### config.mk
export PLATFORM = sky130hd
export DESIGN_NAME = dpbram_xchg_flat
export DESIGN_NICKNAME = d
export VERILOG_FILES = /design/src/rtl/dpbram_xchg_if.sv /design/src/rtl/dpbram_xchg.sv /design/src/flat_wrapper.sv
export SDC_FILE = /design/constraint.sdc
export NUM_CORES = 2
export LEC_CHECK = 0
export CAP_MARGIN = 20
export CORE_AREA = 2 2 438 440
export CTS_CLUSTER_DIAMETER = 100
export DETAILED_ROUTE_END_ITERATION = 6
export DIE_AREA = 0 0 440 442
export PLACE_DENSITY_LB_ADDON = 0.3
export SYNTH_ARGS = -nofsm -noshare
export SYNTH_HDL_FRONTEND = slang
export SYNTH_SLANG_ARGS = --single-unit
### constraint.sdc
create_clock -name i_clk -period 2.7 [get_ports i_clk]
set_input_delay 0.54 -clock i_clk [delete_from_list [all_inputs] [get_ports i_clk]]
set_output_delay 0.54 -clock i_clk [all_outputs]
set_load 0.01 [all_outputs]
### src/rtl/dpbram_xchg_if.sv
// DPBRAM port bundle for the XINTF exchange engine: one write port and one pipelined read port.
interface dpbram_xchg_if #(
    parameter int C_ADDR_WIDTH = 9
) ();
    logic [C_ADDR_WIDTH-1:0] o_w_ram_addr;
    logic [15:0]             o_w_ram_din;
    logic                    o_w_ram_ce;
    logic                    o_w_ram_we;
    logic [C_ADDR_WIDTH-1:0] o_r_ram_addr;
    logic                    o_r_ram_ce;
    logic [15:0]             i_r_ram_dout;

    modport master (
        output o_w_ram_addr, o_w_ram_din, o_w_ram_ce, o_w_ram_we,
        output o_r_ram_addr, o_r_ram_ce,
        input  i_r_ram_dout
    );

    modport slave (
        input  o_w_ram_addr, o_w_ram_din, o_w_ram_ce, o_w_ram_we,
        input  o_r_ram_addr, o_r_ram_ce,
        output i_r_ram_dout
    );
endinterface

### src/rtl/dpbram_xchg.sv
// Frame engine: writes a latched snapshot to the write DPBRAM, reads a frame back and publishes it atomically.
// Optional DSP heartbeat watchdog is compiled in when DPBRAM_XCHG_HB_EN is defined.
module dpbram_xchg #(
    parameter int C_W_WORDS    = 40,
    parameter int C_R_WORDS    = 24,
    parameter int C_ADDR_WIDTH = 9,
    parameter int C_W_BASE     = 0,
    parameter int C_R_BASE     = 0,
    parameter int C_RAM_LAT    = 1,
    parameter int C_HB_TIMEOUT = 100000
) (
    input  logic                     i_clk,
    input  logic                     i_rst,
    input  logic                     i_start,
    input  logic                     i_intl,
    input  logic [16*C_W_WORDS-1:0]  i_w_data,
    output logic [16*C_R_WORDS-1:0]  o_r_data,
    output logic                     o_r_valid,
    output logic                     o_busy,
    output logic [15:0]              o_frame_cnt,
    output logic [15:0]              o_overrun_cnt,
    input  logic                     i_clr_timeout,
    output logic                     o_dsp_timeout,
    dpbram_xchg_if.master            ram
);
    localparam int WIW = (C_W_WORDS > 1) ? $clog2(C_W_WORDS) : 1;
    localparam int RIW = (C_R_WORDS > 1) ? $clog2(C_R_WORDS) : 1;

    typedef enum logic [2:0] {IDLE, WRITE, READ, DRAIN, DONE} state_t;

    state_t                          state_q, state_d;
    logic [8:0]                      k_q, k_d;
    logic [C_W_WORDS-1:0][15:0]      snap_q;
    logic                            intl_q;
    logic [C_RAM_LAT-1:0]            tagV_q;
    logic [C_RAM_LAT-1:0][RIW-1:0]   tagI_q;
    logic [C_R_WORDS-1:0][15:0]      shadow_q, shadow_d, rdata_q;
    logic                            rvalid_q;
    logic [15:0]                     frame_q, over_q;
    logic                            issue;
    logic [31:0]                     wSum, rSum;

    assign wSum = 32'(C_W_BASE) + 32'(k_q);
    assign rSum = 32'(C_R_BASE) + 32'(k_q);

    always_comb begin
        state_d           = state_q;
        k_d               = k_q;
        issue             = 1'b0;
        ram.o_w_ram_addr  = '0;
        ram.o_w_ram_din   = '0;
        ram.o_w_ram_ce    = 1'b0;
        ram.o_w_ram_we    = 1'b0;
        ram.o_r_ram_addr  = '0;
        ram.o_r_ram_ce    = 1'b0;
        case (state_q)
            IDLE: begin
                if (i_start) begin
                    state_d = WRITE;
                    k_d     = '0;
                end
            end
            WRITE: begin
                ram.o_w_ram_ce   = 1'b1;
                ram.o_w_ram_we   = 1'b1;
                ram.o_w_ram_addr = wSum[C_ADDR_WIDTH-1:0];
                ram.o_w_ram_din  = snap_q[k_q[WIW-1:0]];
                // The interlock is forced into bit 0 of the first word only.
                if (k_q == '0) ram.o_w_ram_din[0] = snap_q[0][0] | intl_q;
                if (k_q == 9'(C_W_WORDS - 1)) begin
                    state_d = READ;
                    k_d     = '0;
                end else begin
                    k_d = k_q + 9'd1;
                end
            end
            READ: begin
                ram.o_r_ram_ce   = 1'b1;
                ram.o_r_ram_addr = rSum[C_ADDR_WIDTH-1:0];
                issue            = 1'b1;
                if (k_q == 9'(C_R_WORDS - 1)) begin
                    state_d = DRAIN;
                    k_d     = '0;
                end else begin
                    k_d = k_q + 9'd1;
                end
            end
            DRAIN: begin
                if (k_q == 9'(C_RAM_LAT - 1)) begin
                    state_d = DONE;
                    k_d     = '0;
                end else begin
                    k_d = k_q + 9'd1;
                end
            end
            DONE:    state_d = IDLE;
            default: state_d = IDLE;
        endcase
    end

    always_comb begin
        shadow_d = shadow_q;
        if (tagV_q[C_RAM_LAT-1]) shadow_d[tagI_q[C_RAM_LAT-1]] = ram.i_r_ram_dout;
    end

    always_ff @(posedge i_clk) begin
        if (!i_rst) begin
            state_q  <= IDLE;
            k_q      <= '0;
            snap_q   <= '0;
            intl_q   <= 1'b0;
            tagV_q   <= '0;
            tagI_q   <= '0;
            shadow_q <= '0;
            rdata_q  <= '0;
            rvalid_q <= 1'b0;
            frame_q  <= '0;
            over_q   <= '0;
        end else begin
            state_q  <= state_d;
            k_q      <= k_d;
            shadow_q <= shadow_d;
            if (state_q == IDLE && i_start) begin
                snap_q <= i_w_data;
                intl_q <= i_intl;
            end
            tagV_q[0] <= issue;
            tagI_q[0] <= k_q[RIW-1:0];
            for (int j = 1; j < C_RAM_LAT; j++) begin
                tagV_q[j] <= tagV_q[j-1];
                tagI_q[j] <= tagI_q[j-1];
            end
            // Publish on entry to DONE so data and pulse appear together, including the final capture.
            rvalid_q <= (state_d == DONE);
            if (state_d == DONE) begin
                rdata_q <= shadow_d;
                frame_q <= frame_q + 16'd1;
            end
            if (state_q != IDLE && i_start && over_q != 16'hFFFF) over_q <= over_q + 16'd1;
        end
    end

    assign o_r_data      = rdata_q;
    assign o_r_valid     = rvalid_q;
    assign o_busy        = (state_q != IDLE);
    assign o_frame_cnt   = frame_q;
    assign o_overrun_cnt = over_q;

`ifdef DPBRAM_XCHG_HB_EN
    localparam int TW = $clog2(C_HB_TIMEOUT + 1);

    logic [TW-1:0] hbCnt_q, hbCnt_d;
    logic [15:0]   hbPrev_q;
    logic          timeout_q;
    logic          hbChange;

    assign hbChange = (state_q == DONE) && (rdata_q[C_R_WORDS-1] != hbPrev_q);

    always_comb begin
        hbCnt_d = hbCnt_q;
        if (hbChange) hbCnt_d = '0;
        else if (hbCnt_q != TW'(C_HB_TIMEOUT)) hbCnt_d = hbCnt_q + TW'(1);
    end

    always_ff @(posedge i_clk) begin
        if (!i_rst) begin
            hbCnt_q   <= '0;
            hbPrev_q  <= '0;
            timeout_q <= 1'b0;
        end else begin
            if (state_q == DONE) hbPrev_q <= rdata_q[C_R_WORDS-1];
            if (i_clr_timeout) begin
                hbCnt_q   <= '0;
                timeout_q <= 1'b0;
            end else begin
                hbCnt_q <= hbCnt_d;
                if (hbCnt_d == TW'(C_HB_TIMEOUT)) timeout_q <= 1'b1;
            end
        end
    end

    assign o_dsp_timeout = timeout_q;
`else
    localparam int unusedTimeout = C_HB_TIMEOUT;
    logic unusedClr;
    assign unusedClr     = i_clr_timeout;
    assign o_dsp_timeout = 1'b0;
`endif
endmodule

### src/flat_wrapper.sv
// flat-port wrapper written by rule: the top's interface ports become plain ports
module dpbram_xchg_flat 
#(
    parameter int C_W_WORDS    = 40,
    parameter int C_R_WORDS    = 24,
    parameter int C_ADDR_WIDTH = 9,
    parameter int C_W_BASE     = 0,
    parameter int C_R_BASE     = 0,
    parameter int C_RAM_LAT    = 1,
    parameter int C_HB_TIMEOUT = 100000
)
  (i_clk, i_rst, i_start, i_intl, i_w_data, o_r_data, o_r_valid, o_busy, o_frame_cnt, o_overrun_cnt, i_clr_timeout, o_dsp_timeout, ram_o_w_ram_addr, ram_o_w_ram_din, ram_o_w_ram_ce, ram_o_w_ram_we, ram_o_r_ram_addr, ram_o_r_ram_ce, ram_i_r_ram_dout);
  dpbram_xchg_if #(.C_ADDR_WIDTH(C_ADDR_WIDTH)) ram_i ();
  input  logic i_clk;
  input  logic i_rst;
  input  logic i_start;
  input  logic i_intl;
  input  logic [16*C_W_WORDS-1:0] i_w_data;
  output logic [16*C_R_WORDS-1:0] o_r_data;
  output logic o_r_valid;
  output logic o_busy;
  output logic [15:0] o_frame_cnt;
  output logic [15:0] o_overrun_cnt;
  input  logic i_clr_timeout;
  output logic o_dsp_timeout;
  output wire logic [$bits(ram_i.o_w_ram_addr)-1:0] ram_o_w_ram_addr;
  output wire logic [$bits(ram_i.o_w_ram_din)-1:0] ram_o_w_ram_din;
  output wire logic [$bits(ram_i.o_w_ram_ce)-1:0] ram_o_w_ram_ce;
  output wire logic [$bits(ram_i.o_w_ram_we)-1:0] ram_o_w_ram_we;
  output wire logic [$bits(ram_i.o_r_ram_addr)-1:0] ram_o_r_ram_addr;
  output wire logic [$bits(ram_i.o_r_ram_ce)-1:0] ram_o_r_ram_ce;
  input wire logic [$bits(ram_i.i_r_ram_dout)-1:0] ram_i_r_ram_dout;
  assign ram_o_w_ram_addr = ram_i.o_w_ram_addr;
  assign ram_o_w_ram_din = ram_i.o_w_ram_din;
  assign ram_o_w_ram_ce = ram_i.o_w_ram_ce;
  assign ram_o_w_ram_we = ram_i.o_w_ram_we;
  assign ram_o_r_ram_addr = ram_i.o_r_ram_addr;
  assign ram_o_r_ram_ce = ram_i.o_r_ram_ce;
  assign ram_i.i_r_ram_dout = ram_i_r_ram_dout;
  dpbram_xchg #(.C_W_WORDS(C_W_WORDS), .C_R_WORDS(C_R_WORDS), .C_ADDR_WIDTH(C_ADDR_WIDTH), .C_W_BASE(C_W_BASE), .C_R_BASE(C_R_BASE), .C_RAM_LAT(C_RAM_LAT), .C_HB_TIMEOUT(C_HB_TIMEOUT)) u_core (.i_clk(i_clk), .i_rst(i_rst), .i_start(i_start), .i_intl(i_intl), .i_w_data(i_w_data), .o_r_data(o_r_data), .o_r_valid(o_r_valid), .o_busy(o_busy), .o_frame_cnt(o_frame_cnt), .o_overrun_cnt(o_overrun_cnt), .i_clr_timeout(i_clr_timeout), .o_dsp_timeout(o_dsp_timeout), .ram(ram_i));
endmodule
# Word-level counts from Yosys, hierarchy flattened
# Cells that the tools add are included.
# totals
wordCells	142
output_inout_bits	456
regBits	1460
# classes
bitwise	1
muxes	22
reduce_logical	9
n_eq_ne	8
add_sub_neg	3
order_cmp	3
# ops
operator	n
bitwise mux 384 bit	1
2-to-1 mux 384 bit	1
binary-select mux 16 bit (select 6 bit)	1
demux 16 bit (select 5 bit)	1
2-to-1 mux 9 bit	6
2-to-1 mux 16 bit	3
case mux 9 bit (4 select lines)	1
adder 16 x 1 -> 16 bit (second input constant)	2
!= test 16 bit (second input constant)	1
2-to-1 mux 3 bit	4
case mux 3 bit (4 select lines)	1
adder 9 x 1 -> 9 bit (second input constant)	1
== test 9 x 5 -> 1 bit (second input constant)	1
== test 9 x 6 -> 1 bit (second input constant)	1
zero test 9 bit	1
< comparator 6 x 7 -> 1 bit (second input constant)	1
== test 3 x 2 -> 1 bit (second input constant)	2
< comparator 5 x 6 -> 1 bit (second input constant)	1
greater-or-equal comparator 5 x 1 -> 1 bit (second input constant)	1
logical AND 1 bit	4
nonzero test 4 bit	1
== test 3 x 1 -> 1 bit (second input constant)	1
== test 3 bit (second input constant)	1
zero test 3 bit	1
other kinds (5)	7

# Logic depth before layout (Yosys ltp)
# logic_depth
depth_word	6
mapped_depth	11

# Worst setup path after synthesis
# OpenSTA, ideal clock, no wires.
# synth_timing
path_kind	flip-flop to output port
from	reg u_core.k_q[0]
to	out ram_o_w_ram_din[0]
path_slack_ps	-166
path_stages_with_launch	11
t_arrival_ps	2326
path_buffers	3
cell_sequence	dfxtp_1 clkbuf_1 buf_1 buf_2 clkinv_1 ha_1 nor4b_1 nand2_1 o311ai_0 nor3_1 nor3_1
# synth_via
elab_chain_cells	4
word_cells_on_any_way	5
classes_between	mux (4); reduce/logical (1)
# synth_lines
element	line_no	text
start: declaration	dpbram_xchg.sv:32	logic [8:0] k_q, k_d;
start signal: assignment	dpbram_xchg.sv:121	k_q <= k_d;
binary-select mux 16 bit (select 6 bit)	dpbram_xchg.sv:67	ram.o_w_ram_din = snap_q[k_q[WIW-1:0]];
2-to-1 mux 16 bit (not written as such)	dpbram_xchg.sv:67	
2-to-1 mux 1 bit (*)	dpbram_xchg.sv:69	if (k_q == '0) ram.o_w_ram_din[0] = snap_q[0][0] | intl_q;
2-to-1 mux 16 bit (*)	dpbram_xchg.sv:56	case (state_q)
end: declaration	flat_wrapper.sv:27	output wire logic [$bits(ram_i.o_w_ram_din)-1:0] ram_o_w_ram_din;
# Mark *: on every way between the ends. The rest lies on a longest branch, timed or not. The select of a mux whose other input is x is not followed.

# Worst setup path in the final report
# layout_timing
from	reg u_core.k_q[0]
to	out ram_o_w_ram_din[5]
# layout_via
elab_chain_cells	3
# layout_lines
element	line_no
binary-select mux 16 bit (select 6 bit)	dpbram_xchg.sv:67
2-to-1 mux 16 bit (not written as such)	dpbram_xchg.sv:67
2-to-1 mux 16 bit	dpbram_xchg.sv:56
# Every way passes these cells. The select of a mux whose other input is x is not followed.

==> summary.log <==
INFO  die            boundaryPins=1,117
INFO  yosys          postSynthNetCount=6,774
INFO  yosys          synth-adder-area-share=0.000903
INFO  sta            actual_slew_at_the_worst_max_slew_pin=0.741ns
INFO  die            die_area=0.194mm^2
INFO  die            chipWidth=440um
INFO  cells_and_area layout.cells.most_common=sky130_fd_sc_hd__dfxtp_1
INFO  setup_path     cp_max_fo=8
INFO  drt            totalWireLength=245,000um
INFO  yosys          synth_top_family_by_area=simple AND/OR/NAND/NOR gates
INFO  setup_path     worst_path_most_repeated_cell=sky130_fd_sc_hd__buf_12
INFO  pwr            seq_power_share=0.446
INFO  yosys          mux_share_of_post_synthesis_cell_area=0.141
INFO  drt            avgRoutedWirePerCell=24.2um
INFO  die            start_util=0.292
INFO  yosys          yosysWarnings=0
INFO  yosys          synth_ff_type=sky130_fd_sc_hd__dfxtp_1
INFO  setup_path     timing.critical_path.slowest_stage_cell=sky130_fd_sc_hd__mux4_2
INFO  setup_path     crit_path_end_kind=output port
INFO  clock_network  cts_tree=done
INFO  yosys          yosysSeqAreaShare=0.528
INFO  pwr            power_per_cell_area=594mW/mm^2
INFO  pwr            power.static_leakage=32.2nW
INFO  drt            routed-via-count=50.9k
INFO  yosys          synth_simple_gate_area_frac=0.163
INFO  yosys          synthArstFlopShare=0
INFO  cells_and_area finish.net_count=8,129
INFO  status         violations=negative setup slack
INFO  yosys          syn_area=0.0554mm^2
INFO  cells_and_area top_library_cells_by_usage_in_the_layout_fill_and_taps_aside=1,454 x sky130_fd_sc_hd__dfxtp_1, 1,346 x sky130_fd_sc_hd__nand2_1, 1,061 x sky130_fd_sc_hd__clkdlybuf4s50_1, 660 x sky130_fd_sc_hd__a21oi_1, 609 x sky130_fd_sc_hd__nor2_1
INFO  yosys          syn-instance-count=6,109
INFO  drt            remaining_drc_errors=0
INFO  die            rows=160
INFO  sta            final_period_minus_worst_setup_slack=3.70ns
INFO  cells_and_area area_growth=54.1%
INFO  status         result_of_the_run=complete, but fails checks
INFO  global_route   via_count_of_the_first_global_routing_pass=47.6k
INFO  drt            final_antenna_net_count=0
INFO  setup_path     cp_slowest_stage_delay=0.55ns
INFO  pwr            net-switching-power=12.8mW
INFO  sta            maxSlewViolCount=0
INFO  yosys          synthXorXnorAreaFrac=0.00474
INFO  sta            hold_viol_final=0
INFO  hold_path      holdCritPathClass=in -> reg
INFO  drt            detailedRoute.firstPassIterationCount=6
INFO  clock_network  clock_slew_seen_by_the_registers_of_the_worst_setup_and_hold_paths=0.06ns
INFO  die            die_height=442um
INFO  yosys          yosysUniqueCellTypes=58
INFO  global_route   grt_max_degree=128
INFO  global_route   groute.usage.overall=0.229
INFO  pwr            power_frac_comb=0.101
INFO  cells_and_area final-instance-count-excl-fill=10.1k
INFO  global_route   grt_first_pass_wirelength=329,000um
INFO  drt            iter_0_drt_violations=3,739
INFO  sta            fmax=0.270GHz
INFO  clock_network  clkSinkCount=1,460
INFO  place          placement.io_buffers=1,114
INFO  clock_network  clock_path_buffers=3
INFO  clock_network  cts_root_buffer=sky130_fd_sc_hd__clkbuf_16
INFO  sta            timing.final.setup_violations=323
INFO  pwr            ir_drop=576uV
INFO  sta            fin_tns_setup=-38.43ns
INFO  pwr            power_switching_share=0.252
INFO  setup_path     worstPathRequired=2.16ns
INFO  die            coreArea=0.190mm^2
INFO  pwr            power.internal=38.0mW
INFO  sta            post-route-worst-setup-slack=-1.00ns
INFO  cells_and_area post-route-util=0.450
INFO  yosys          synth_compound_area_frac=0.125
INFO  clock_network  clock_latency=0.84ns
INFO  drt            avgViaCountPerCell=5.03
INFO  place          finalWeightedCongestion=0.955
INFO  yosys          synth_edf_count=0
INFO  clock_network  num_cts_buffers=160
INFO  run            max-cap-violations=0
INFO  place          place.detailed.hpwl=173,000um
INFO  pwr            power.share.clock=0.453
INFO  cells_and_area post_route_cells_drive_above_1_share=0.234
INFO  yosys          flip_flop_and_latch_count_after_synthesis=1,460
INFO  yosys          synthesis.area_per_instance=9.07um^2
INFO  sta            rsz_0062_raised_after_global_routing=yes
INFO  setup_path     critPathLaunchType=flip-flop
INFO  global_route   grt_antenna_before_repair=15
INFO  pwr            p_total=50.7mW
INFO  place          placed_cells=9,563
INFO  setup_path     crit_type=reg -> out
INFO  sta            period_share=1.37
INFO  setup_path     timing.critical_path.cells=buf_12, buf_12, mux4_2, mux2i_1, buf_4, o22ai_2, buf_6, nor3_4, nor2_1, buf_2
INFO  clock_network  cts.htree.levels=4
INFO  sta            clock_skew=0.0448ns
INFO  sta            maxSlewHeadroom=0.506
INFO  global_route   gr-total-overflow=0
INFO  setup_path     worst-endpoint-arrival=3.16ns
INFO  cells_and_area final.fill_count=17.7k
## per-stage QoR
stage          worst slack [ns]  instance area (um^2)  hold WS [ns]
6_report                  -1.00                 85400         0.248
3_5_place_dp             -0.847                 71600         0.444
2_1_floorplan          -0.00756                 55400         0.433
3_3_place_gp             -0.907                 71600         0.439
5_1_grt                   -1.10                 85400         0.212
4_1_cts                   -1.12                 79200         0.147
## flip-flops by register name (all words and copies together), names as in the netlist
signal,flops
u_core.snap_q,640
u_core.o_r_data,384
u_core.shadow_q,384
u_core.o_frame_cnt,16
u_core.o_overrun_cnt,16
u_core.k_q,9
u_core.tagI_q,5
u_core.state_q,3
u_core.intl_q,1
u_core.o_r_valid,1
u_core.tagV_q,1
## cells by family after synthesis
family / Yosys count
mux: 609
flops: 1460
xor+xnor: 30
simple gates: 2322
fa+ha+maj: 4
other cells: 1
buf+inv: 534
compound gates: 1149
## cell usage after synthesis (3+ instances only)
library cell | instances | share of area
sky130_fd_sc_hd__a22oi_1 | 15 | 0.0020
sky130_fd_sc_hd__nor3_1 | 29 | 0.0026
sky130_fd_sc_hd__o21ai_0 | 7 | 0.00063
sky130_fd_sc_hd__ha_1 | 4 | 0.00090
sky130_fd_sc_hd__nor4_1 | 9 | 0.0010
sky130_fd_sc_hd__and3_1 | 5 | 0.00056
sky130_fd_sc_hd__nand2b_1 | 10 | 0.0011
sky130_fd_sc_hd__and4_1 | 4 | 0.00063
sky130_fd_sc_hd__inv_1 | 9 | 0.00061
sky130_fd_sc_hd__mux4_2 | 130 | 0.053
sky130_fd_sc_hd__nand3_1 | 8 | 0.00072
sky130_fd_sc_hd__a211oi_1 | 389 | 0.053
sky130_fd_sc_hd__buf_1 | 22 | 0.0015
sky130_fd_sc_hd__a21oi_1 | 661 | 0.060
sky130_fd_sc_hd__buf_4 | 3 | 0.00041
sky130_fd_sc_hd__dfxtp_1 | 1460 | 0.53
sky130_fd_sc_hd__a31oi_1 | 4 | 0.00045
sky130_fd_sc_hd__nand4_1 | 16 | 0.0018
sky130_fd_sc_hd__buf_2 | 70 | 0.0063
sky130_fd_sc_hd__o31ai_1 | 16 | 0.0022
sky130_fd_sc_hd__nand2_1 | 1351 | 0.092
sky130_fd_sc_hd__clkbuf_1 | 427 | 0.029
sky130_fd_sc_hd__xnor2_1 | 15 | 0.0024
sky130_fd_sc_hd__nor2_1 | 846 | 0.057
sky130_fd_sc_hd__mux2_2 | 60 | 0.012
sky130_fd_sc_hd__xor2_1 | 15 | 0.0024
sky130_fd_sc_hd__mux2i_1 | 419 | 0.076
sky130_fd_sc_hd__and2_1 | 15 | 0.0017
sky130_fd_sc_hd__nor2b_1 | 5 | 0.00056
sky130_fd_sc_hd__o22ai_1 | 46 | 0.0052
sky130_fd_sc_hd__nor4b_1 | 3 | 0.00047
## cell type report
| class | count | area, um^2 | area share |
|---|---|---|---|
| Tap cell | 2511 | 3140 | 0.0368 |
| Timing Repair Buffer | 1715 | 19600 | 0.229 |
| Antenna cell | 8 | 20.0 | 0.000234 |
| Inverter | 12 | 82.6 | 0.000967 |
| Sequential cell | 1460 | 29200 | 0.342 |
| Multi-Input combinational cell | 4115 | 27700 | 0.325 |
| Clock buffer | 242 | 4830 | 0.0566 |
| Clock inverter | 52 | 791 | 0.00926 |
## power by group through the flow
stage	clock, mW	combinational, mW	sequential [mW]
after floorplan	0	2.14	22.8
after CTS	23.3	4.99	22.6
after detailed placement	0	4.69	23.1
after global placement	0	4.65	23.1
after global routing	24.2	5.43	22.7
final	23.0	5.13	22.6
## critical path: cells and delay by family (launching register included)
kind	cells	cell delay, ns
AO/OA/AOI/OAI	1	0.07
buffers and inverters	5	0.75
flip-flops	1	0.44
multiplexers	2	0.72
AND/OR/NAND/NOR	2	0.34
## worst paths after layout
kind	depth (start not counted)	slack (ns)	startpoint	endpoint
max	10	-1.00	u_core.k_q[0]	ram_o_w_ram_din[5]
min	3	0.25	ram_i_r_ram_dout[11]	u_core.shadow_q[219]
max reg2reg	15	-0.17	u_core.k_q[0]	u_core.o_r_data[138]
min reg2reg	2	0.45	u_core.snap_q[566]	u_core.snap_q[566]
## per-layer routing
metal  vias to the layer above  share of wire  global-route usage
li1                      23600              -                   -
met1                     24900           0.40               0.278
met2                      1976           0.48               0.384
met3                       486          0.056              0.0363
met4                         0          0.062               0.131
met5                         -              0                   0
## what timing repair did
| action | 4_1_cts | 5_1_grt |
|---|---|---|
| pin swaps | 80 | 315 |
| hold buffers | 0 | 0 |
| setup buffers | 58 | 120 |
| endpoints found under the hold margin | 0 | 0 |
| endpoints found under the setup margin | 141 | 424 |
| gates resized for setup | 342 | 892 |
| gates cloned | 26 | 76 |
(Power assumes the default switching activity.)
